==> config.mk <==
export PLATFORM = sky130hd
export DESIGN_NAME = rf_2r1w_be
export DESIGN_NICKNAME = d
export VERILOG_FILES = /design/src/rtl/rf_pkg.sv /design/src/rtl/rf_clear_seq.sv /design/src/rtl/rf_2r1w_be.sv
export SDC_FILE = /design/constraint.sdc
export NUM_CORES = 1
export LEC_CHECK = 0
export CORE_MARGIN = 5
export CORE_UTILIZATION = 42
export CTS_CLUSTER_SIZE = 10
export DETAILED_ROUTE_END_ITERATION = 12
export PLACE_DENSITY = 0.62
export SYNTH_ARGS = -nofsm -noshare
export SYNTH_HDL_FRONTEND = slang
export SYNTH_SLANG_ARGS = --single-unit
==> constraint.sdc <==
create_clock -name clk -period 5.2 [get_ports clk]
set_clock_uncertainty 0.1 [all_clocks]
set_input_delay 0.52 -clock clk [delete_from_list [all_inputs] [get_ports clk]]
set_output_delay 0.52 -clock clk [all_outputs]
set_load 0.005 [all_outputs]
==> src/rtl/rf_pkg.sv <==
// Shared types and helpers for the 2-read/1-write byte-enabled register file.
// The byte merge is sized for the widest supported word; callers extend and truncate.
package rf_pkg;

  typedef enum logic {
    IDLE  = 1'b0,
    CLEAR = 1'b1
  } rf_state_t;

  localparam int RF_MAX_W  = 256;
  localparam int RF_MAX_BW = RF_MAX_W / 8;

  // Replace each byte of old_w with the matching byte of new_w where be is set.
  function automatic logic [RF_MAX_W-1:0] rf_merge(
    input logic [RF_MAX_W-1:0]  old_w,
    input logic [RF_MAX_W-1:0]  new_w,
    input logic [RF_MAX_BW-1:0] be
  );
    logic [RF_MAX_W-1:0] res;
    res = old_w;
    for (int i = 0; i < RF_MAX_BW; i++) begin
      if (be[i]) res[8*i +: 8] = new_w[8*i +: 8];
    end
    return res;
  endfunction

endpackage

==> src/rtl/rf_clear_seq.sv <==
// Bulk-clear sequencer: walks every entry once, one per cycle, then pulses done.
// Busy covers exactly DEPTH cycles; done is registered alongside the return to IDLE.
module rf_clear_seq #(
  parameter int DEPTH = 8,
  parameter int AW    = $clog2(DEPTH)
) (
  input  logic          clk,
  input  logic          rst,
  input  logic          clr_start_i,
  output logic          busy_o,
  output logic          clr_done_o,
  output logic          clr_we_o,
  output logic [AW-1:0] clr_addr_o
);
  import rf_pkg::*;

  localparam logic [AW-1:0] LAST = AW'(DEPTH - 1);

  rf_state_t     state_q, state_d;
  logic [AW-1:0] cnt_q, cnt_d;
  logic          done_q, done_d;

  always_ff @(posedge clk or negedge rst) begin
    if (!rst) begin
      state_q <= IDLE;
      cnt_q   <= '0;
      done_q  <= 1'b0;
    end else begin
      state_q <= state_d;
      cnt_q   <= cnt_d;
      done_q  <= done_d;
    end
  end

  always_comb begin
    state_d  = state_q;
    cnt_d    = cnt_q;
    done_d   = 1'b0;
    clr_we_o = 1'b0;
    case (state_q)
      IDLE: begin
        if (clr_start_i) begin
          state_d = CLEAR;
          cnt_d   = '0;
        end
      end
      CLEAR: begin
        clr_we_o = 1'b1;
        if (cnt_q == LAST) begin
          state_d = IDLE;
          cnt_d   = '0;
          done_d  = 1'b1;
        end else begin
          cnt_d = cnt_q + AW'(1);
        end
      end
      default: state_d = IDLE;
    endcase
  end

  assign busy_o     = (state_q == CLEAR);
  assign clr_done_o = done_q;
  assign clr_addr_o = cnt_q;

endmodule

==> src/rtl/rf_2r1w_be.sv <==
// Register file with one byte-enabled write port and two registered read ports.
// Reads bypass a same-cycle write to the same entry (write-first); out-of-range reads return 0.
module rf_2r1w_be #(
  parameter  int WIDTH = 16,
  parameter  int DEPTH = 8,
  localparam int AW    = $clog2(DEPTH),
  localparam int BW    = WIDTH / 8
) (
  input  logic             clk,
  input  logic             rst,
  input  logic             wr_en,
  input  logic [AW-1:0]    wr_addr,
  input  logic [BW-1:0]    wr_be,
  input  logic [WIDTH-1:0] wr_data,
  input  logic             rd0_en,
  input  logic [AW-1:0]    rd0_addr,
  output logic [WIDTH-1:0] rd0_data,
  output logic             rd0_valid,
  input  logic             rd1_en,
  input  logic [AW-1:0]    rd1_addr,
  output logic [WIDTH-1:0] rd1_data,
  output logic             rd1_valid,
  input  logic             clr_start,
  output logic             busy,
  output logic             clr_done
);
  import rf_pkg::*;

  localparam logic [AW:0] DEPTH_C = (AW + 1)'(DEPTH);

  logic [WIDTH-1:0]    mem_q [DEPTH];
  logic                clr_we;
  logic [AW-1:0]       clr_addr;
  logic                wr_in_range;
  logic                wr_acc;
  logic [WIDTH-1:0]    wr_old;
  logic [RF_MAX_W-1:0] merged_ext;
  logic [WIDTH-1:0]    wr_merged;

  rf_clear_seq #(
    .DEPTH(DEPTH),
    .AW   (AW)
  ) u_clear_seq (
    .clk        (clk),
    .rst        (rst),
    .clr_start_i(clr_start),
    .busy_o     (busy),
    .clr_done_o (clr_done),
    .clr_we_o   (clr_we),
    .clr_addr_o (clr_addr)
  );

  // A clear request in IDLE wins over a write presented in the same cycle.
  assign wr_in_range = ({1'b0, wr_addr} < DEPTH_C);
  assign wr_acc      = wr_en & ~busy & ~clr_start & wr_in_range;
  assign wr_old      = wr_in_range ? mem_q[wr_addr] : '0;
  assign merged_ext  = rf_merge(RF_MAX_W'(wr_old), RF_MAX_W'(wr_data), RF_MAX_BW'(wr_be));
  assign wr_merged   = merged_ext[WIDTH-1:0];

  always_ff @(posedge clk or negedge rst) begin
    if (!rst) begin
      for (int i = 0; i < DEPTH; i++) mem_q[i] <= '0;
    end else if (clr_we) begin
      mem_q[clr_addr] <= '0;
    end else if (wr_acc) begin
      mem_q[wr_addr] <= wr_merged;
    end
  end

  logic          rd_en   [2];
  logic [AW-1:0] rd_addr [2];

  assign rd_en[0]   = rd0_en;
  assign rd_en[1]   = rd1_en;
  assign rd_addr[0] = rd0_addr;
  assign rd_addr[1] = rd1_addr;

  for (genvar gi = 0; gi < 2; gi++) begin : g_rd
    logic             in_range;
    logic             acc;
    logic [WIDTH-1:0] word;
    logic [WIDTH-1:0] data_q;
    logic             valid_q;

    always_comb begin
      in_range = ({1'b0, rd_addr[gi]} < DEPTH_C);
      acc      = rd_en[gi] & ~busy;
      word     = '0;
      if (in_range) begin
        word = (wr_acc && (wr_addr == rd_addr[gi])) ? wr_merged : mem_q[rd_addr[gi]];
      end
    end

    always_ff @(posedge clk or negedge rst) begin
      if (!rst) begin
        data_q  <= '0;
        valid_q <= 1'b0;
      end else begin
        valid_q <= acc;
        if (acc) data_q <= word;
      end
    end
  end

  assign rd0_data  = g_rd[0].data_q;
  assign rd0_valid = g_rd[0].valid_q;
  assign rd1_data  = g_rd[1].data_q;
  assign rd1_valid = g_rd[1].valid_q;

endmodule

======== Word-level counts from Yosys, hierarchy flattened ========
Index checks and enable logic that the tools add are counted.
W data, S select, Z words.
cells by class
  $add $sub $neg .......................... 1
  magnitude comparators ................... 6
  equal/unequal tests ..................... 4
  multiplexer cells ....................... 29
  bitwise operators ....................... 12
  reduce and logical (&&, ||, !) cells .... 5
operator list
  operator               count
  $mux W128              2
  $mux W16               10
  $bmux W16 S3           3
  $and A128 B128 Y128    1
  $bwmux W128            1
  $not A128 Y128         1
  $demux W16 S3          2
  $ge A4 B4 Y1 const B   4
  $mux W8                2
  $not A3 Y4             4
  $lt A4 B1 Y1 const B   2
  $eq A3 B3 Y1           2
  $mux W3                2
  $pmux W3 S2            1
  $mux W1                5
  $and A1 B1 Y1          4
  $logic_and A1 B1 Y1    4
  $add A3 B1 Y3 const B  1
  $eq A3 B3 Y1 const B   1
  $ne A2 B2 Y1 const B   1
  $not A1 Y1             2
  $pmux W1 S2            1
  $reduce_bool A2 Y1     1
word-level totals
  register bits after elaboration ......... 167
  input bits .............................. 33
  logic and storage cells ................. 72

======== Logic depth before layout (Yosys ltp) ========
  word-level depth ........................ 8
  depth in mapped cells ................... 8
  mapped depth without buffers ............ 5

======== Cells and area by module ========
A second synthesis with hierarchy kept.
second synthesis, totals
  cells, all modules ...................... 802
  area, all modules ....................... 9640.5 sq um
modules (own cells, without submodules)
  module        times used  cells each  area an instance (sq um)  sequential area each (sq um)
  rf_2r1w_be    1           785         9410.3                    4053.9
  rf_clear_seq  1           17          230.2                     125.1

======== Worst setup path before layout ========
OpenSTA, ideal clock, no wires.
  path type ............................... input port to flip-flop
  start ................................... input port rd1_addr[1]
  end ..................................... register g_rd[1].data_q[10] (netlist: rd1_data[10])
  setup time .............................. 0.126 ns
  data arrival time ....................... 1.925 ns
  setup slack ............................. 3.049 ns
  stages .................................. 6
  buffers on the path ..................... 2
  cell sequence ........................... buf_2 > buf_2 > mux4_2 > mux2i_1 > nor2_1 > a221o_1
on the way
  cells in the longest elaborated chain, start to end .. 5
  elaborated cells between the ends (all ways) .. 7
ends and longest elaborated chain
  item                                         line               text
  from (decl)                                  rf_2r1w_be.sv:20   input logic [AW-1:0] rd1_addr,
  $not A3 Y4 (implied by the code)             rf_2r1w_be.sv:90   word = (wr_acc && (wr_addr == rd_addr[gi])) ? wr_merged : mem_q[rd_addr[gi]];
  $bmux W16 S3                                 rf_2r1w_be.sv:90
  $mux W16 (implied by the code) (2 in a row)  rf_2r1w_be.sv:90
  $mux W16 *                                   rf_2r1w_be.sv:90
  to (signal assigned)                         rf_2r1w_be.sv:100  if (acc) data_q <= word;
  to (decl)                                    rf_2r1w_be.sv:82   logic [WIDTH-1:0] data_q;
Mark *: on every way between the ends. The rest lies on a longest branch, timed or not. The select of a mux whose other input is x is not followed.
A chain may end at the register's enable or synchronous reset.

======== Final worst setup path ========
  start ................................... input port wr_addr[1]
  end ..................................... register mem_q[127] (netlist name)
on the way
  cells in the longest elaborated chain, start to end .. 8
  elaborated cells between the ends (all ways) .. 13
ends and longest elaborated chain
  item                                                                          line                                text
  from (decl)                                                                   rf_2r1w_be.sv:12                    input logic [AW-1:0] wr_addr,
  $not A3 Y4 (implied by the code) *                                            rf_2r1w_be.sv:56, rf_2r1w_be.sv:66
  $ge A4 B4 Y1 (implied by the code), or another cell as far along              rf_2r1w_be.sv:66                    mem_q[wr_addr] <= wr_merged;
  $logic_and A1 B1 Y1 (implied by the code) / $mux W16 (equally long branches)  rf_2r1w_be.sv:66, rf_2r1w_be.sv:56
  $mux W16 (on tied branches)                                                   rf_2r1w_be.sv:66, rf_2r1w_be.sv:56
  $demux W16 S3 / $mux W8 (equally long branches)                               rf_2r1w_be.sv:66, rf_pkg.sv:22
  $bwmux W128 *                                                                 rf_2r1w_be.sv:66
  $mux W128 *                                                                   rf_2r1w_be.sv:65                    end else if (wr_acc) begin
  $mux W128 *                                                                   rf_2r1w_be.sv:63                    end else if (clr_we) begin
  to (signal, indexed assignment)                                               rf_2r1w_be.sv:66
  to (decl)                                                                     rf_2r1w_be.sv:31                    logic [WIDTH-1:0] mem_q [DEPTH];
Marks and branches as above.

==> results.json <==
{
  "crit_family": "simple AND/OR/NAND/NOR gates",
  "die_w_um": 162,
  "fmax_mhz": 313,
  "cp-end-kind": "flip-flop",
  "regArea_sq_mm": 0.00418,
  "core_sq_mm": 0.0226,
  "cp.required_ns": 5.43,
  "path_cells": "clkdlybuf4s50_1, nor2_2, and3_1, a21oi_2, a22o_1",
  "ys_types": 62,
  "ios": 69,
  "worstHoldPathType": "flip-flop to flip-flop",
  "final_area_sq_mm": 0.0111,
  "drive_gt1_share_pct": 22.2,
  "nets": 836,
  "port-buffer-count": 68,
  "power_leakage_nw": 4.70,
  "die-area_sq_mm": 0.0262,
  "hold_path_depth": 1,
  "status": "complete, no violations",
  "place_worst_setup_slack_ns": 1.63,
  "std_cell_rows": 55,
  "async_flop_share_pct": 100,
  "antenna_found_initial": 0,
  "post-route-min-period_ns": 3.19,
  "cts_buffers": 17,
  "ff2ff_path_depth": 5,
  "worstMarginPinSlew_ns": 1.40,
  "syn_inst": 754,
  "report.final.slew_viol_count": 0,
  "grt_pass1_wl_um": 49800,
  "first_global_vias": 7894,
  "n_antenna_cell": 0,
  "slew_headroom_pct": 6.86,
  "max_stage_delay_ns": 0.85,
  "yosys_warnings": 0,
  "fp.dieH_um": 162,
  "crit_type": "input port to flip-flop",
  "multiInputGateArea_sq_mm": 0.00509,
  "worst_r2r_startpoint": "u_clear_seq.busy_o$_DFF_PN0_",
  "critPathLaunchType": "input port",
  "cts.path.max_buffers": 2,
  "drc": 0,
  "r2r-end": "rd0_data[5]$_DFFE_PN0P_",
  "drv_cap": 0,
  "hp-start": "rd1_data[8]$_DFFE_PN0P_",
  "dr.pass1.iters": 6,
  "initial_core_util_pct": 42.7,
  "rrSetupSlack_ns": 2.21,
  "holdPathEnd": "rd1_data[8]$_DFFE_PN0P_",
  "htreeDepth": 4,
  "ir_drop_mv": 0.288,
  "cts_sinks": 167,
  "synth.ff_latch_count": 167,
  "wl_um": 32900,
  "finalSetupViolations": 0,
  "root_buffer": "clkbuf_16",
  "critical_path_buf_inv_count": 1,
  "p_per_area_mw_per_mm2": 405,
  "area_growth_pct": 15.2,
  "grt_remaining_overflow": 0,
  "postCtsSetupRepairBufs": 0,
  "track_usage_pct": 25.2,
  "vias_per_cell": 7.02,
  "grt_start_max_net_pins": 64,
  "synth_flop_cell": "dfrtp_1",
  "wl_per_cell_um": 29.9,
  "gp_congestion": 0.885,
  "hold_viol": 0,
  "fin_ws_ns": 2.01,
  "ant_nets": 0,
  "synth_seq_area_share_pct": 43.2,
  "rsz0062_at_grt": "false",
  "crit_path_max_fanout": 17,
  "syn_avg_cell_area_sq_um": 12.8,
  "syn_nets": 789,
  "synth_edf_count": 0,
  "cp_slowest_cell": "clkdlybuf4s50_1",
  "final_cell_mix": "dfrtp_1 (167), a22o_1 (128), mux4_2 (65), mux2i_1 (63), clkdlybuf4s50_1 (63)",
  "post_cts_resized": 0,
  "stdcell_count": 1099,
  "setup_tns_ns": 0,
  "path_depth": 5,
  "netlist_area_sq_mm": 0.00967,
  "path_clk_slew_ns": 0.07,
  "arrival_ns": 3.42,
  "clk_latency_ns": 0.44,
  "dp_hpwl_um": 20700,
  "post-route-period-util_pct": 61.4,
  "cts_tree": "done",
  "final_common_cell": "dfrtp_1",
  "first_iter_violations": 777,
  "num_vias": 7719,
  "post_dp_cell_area_sq_mm": 0.0105,
  "dp.cells": 1066,
  "fillers": 1972
}
==> Yosys cell counts (all sizes together), types with 7 or more instances <==
cell type	number	area share [%]
o221a	15	1.7
o21ai	19	0.98
a22oi	9	0.70
mux4	65	15
a22o	128	12
mux2i	63	6.5
nand3	15	0.78
a31oi	11	0.93
buf	42	2.8
nor2b	9	0.58
a21oi	17	1.3
a221o	17	1.8
a211oi	7	0.60
inv	9	0.35
mux2	8	1.0
nor2	37	1.5
nand2	28	1.1
clkbuf	24	0.93
nand2b	12	0.78
dfrtp	167	43
==> worst max-delay path by stage <==
stage,startpoint,to,slack [ns]
3_3_place_gp,wr_addr[1],mem_q[31]$_DFFE_PN0P_,1.73
6_report,wr_addr[1],mem_q[127]$_DFFE_PN0P_,2.01
3_5_place_dp,wr_addr[1],mem_q[127]$_DFFE_PN0P_,1.63
4_1_cts,wr_addr[1],mem_q[127]$_DFFE_PN0P_,2.10
2_1_floorplan,rd1_addr[1],rd1_data[10]$_DFFE_PN0P_,3.05
5_1_grt,wr_addr[1],mem_q[127]$_DFFE_PN0P_,1.90
==> routing by layer <==
layer  vias up  GRT usage (%)  wire length [um]
met5         -              0                 0
met4         0           8.57              1000
met3        75           7.33              3480
met2       475           39.4             15500
met1      4037           33.9             12900
li1       3132              -                 -
==> state kept, by name, indices dropped and copies added (netlist names) <==
register                count
rd0_data                   16
u_clear_seq.clr_done_o      1
u_clear_seq.busy_o          1
u_clear_seq.clr_addr_o      3
rd1_valid                   1
rd0_valid                   1
rd1_data                   16
mem_q                     128
==> layout make-up <==
class	instances	share of cell area [%]
clock inverter	12	1.33
sequential	167	37.5
multi-input combinational	511	45.7
tap	285	3.20
clock buffer	20	4.19
inverter	10	0.337
timing repair buffer	94	7.72
==> power breakdown <==
part	switching, mW	leakage (nW)	internal, mW
sequential	0.244	2.28	1.54
combinational	0.721	2.12	0.672
clock	0.542	0.302	0.792
total	1.51	4.70	3.01
==> stage by stage <==
step           util, %  total power, mW  hold WS, ns
6_report          49.2             4.52        0.415
5_1_grt           49.2             4.69        0.434
4_1_cts           49.2             4.50        0.421
3_5_place_dp      46.4             3.17        0.399
3_3_place_gp      46.4             3.13        0.393
2_1_floorplan        -             2.54        0.124
==> worst register-to-register path, stage by stage (launching register included) <==
cell	delay (ns)
dfrtp_1	0.47
buf_4	0.25
nor3b_2	0.53
nand4_2	0.55
nor2_1	0.77
a221o_1	0.27
==> repair_timing <==
action,in CTS,in global routing
hold buffers,1,0
endpoints found under the hold margin,49,0
setup endpoints to repair,0,0
==> kinds of logic after synthesis <==
family | synth area share [%]
adders and majority gates | 0.259
xor gates and xnor gates | 0.543
buffers and inverters | 4.14
and+or+nand+nor | 6.52
muxes | 22.7
AOI/OAI and AO/OA | 22.7
DFF | 43.2
No activity file was read; power rests on OpenSTA's default activity.
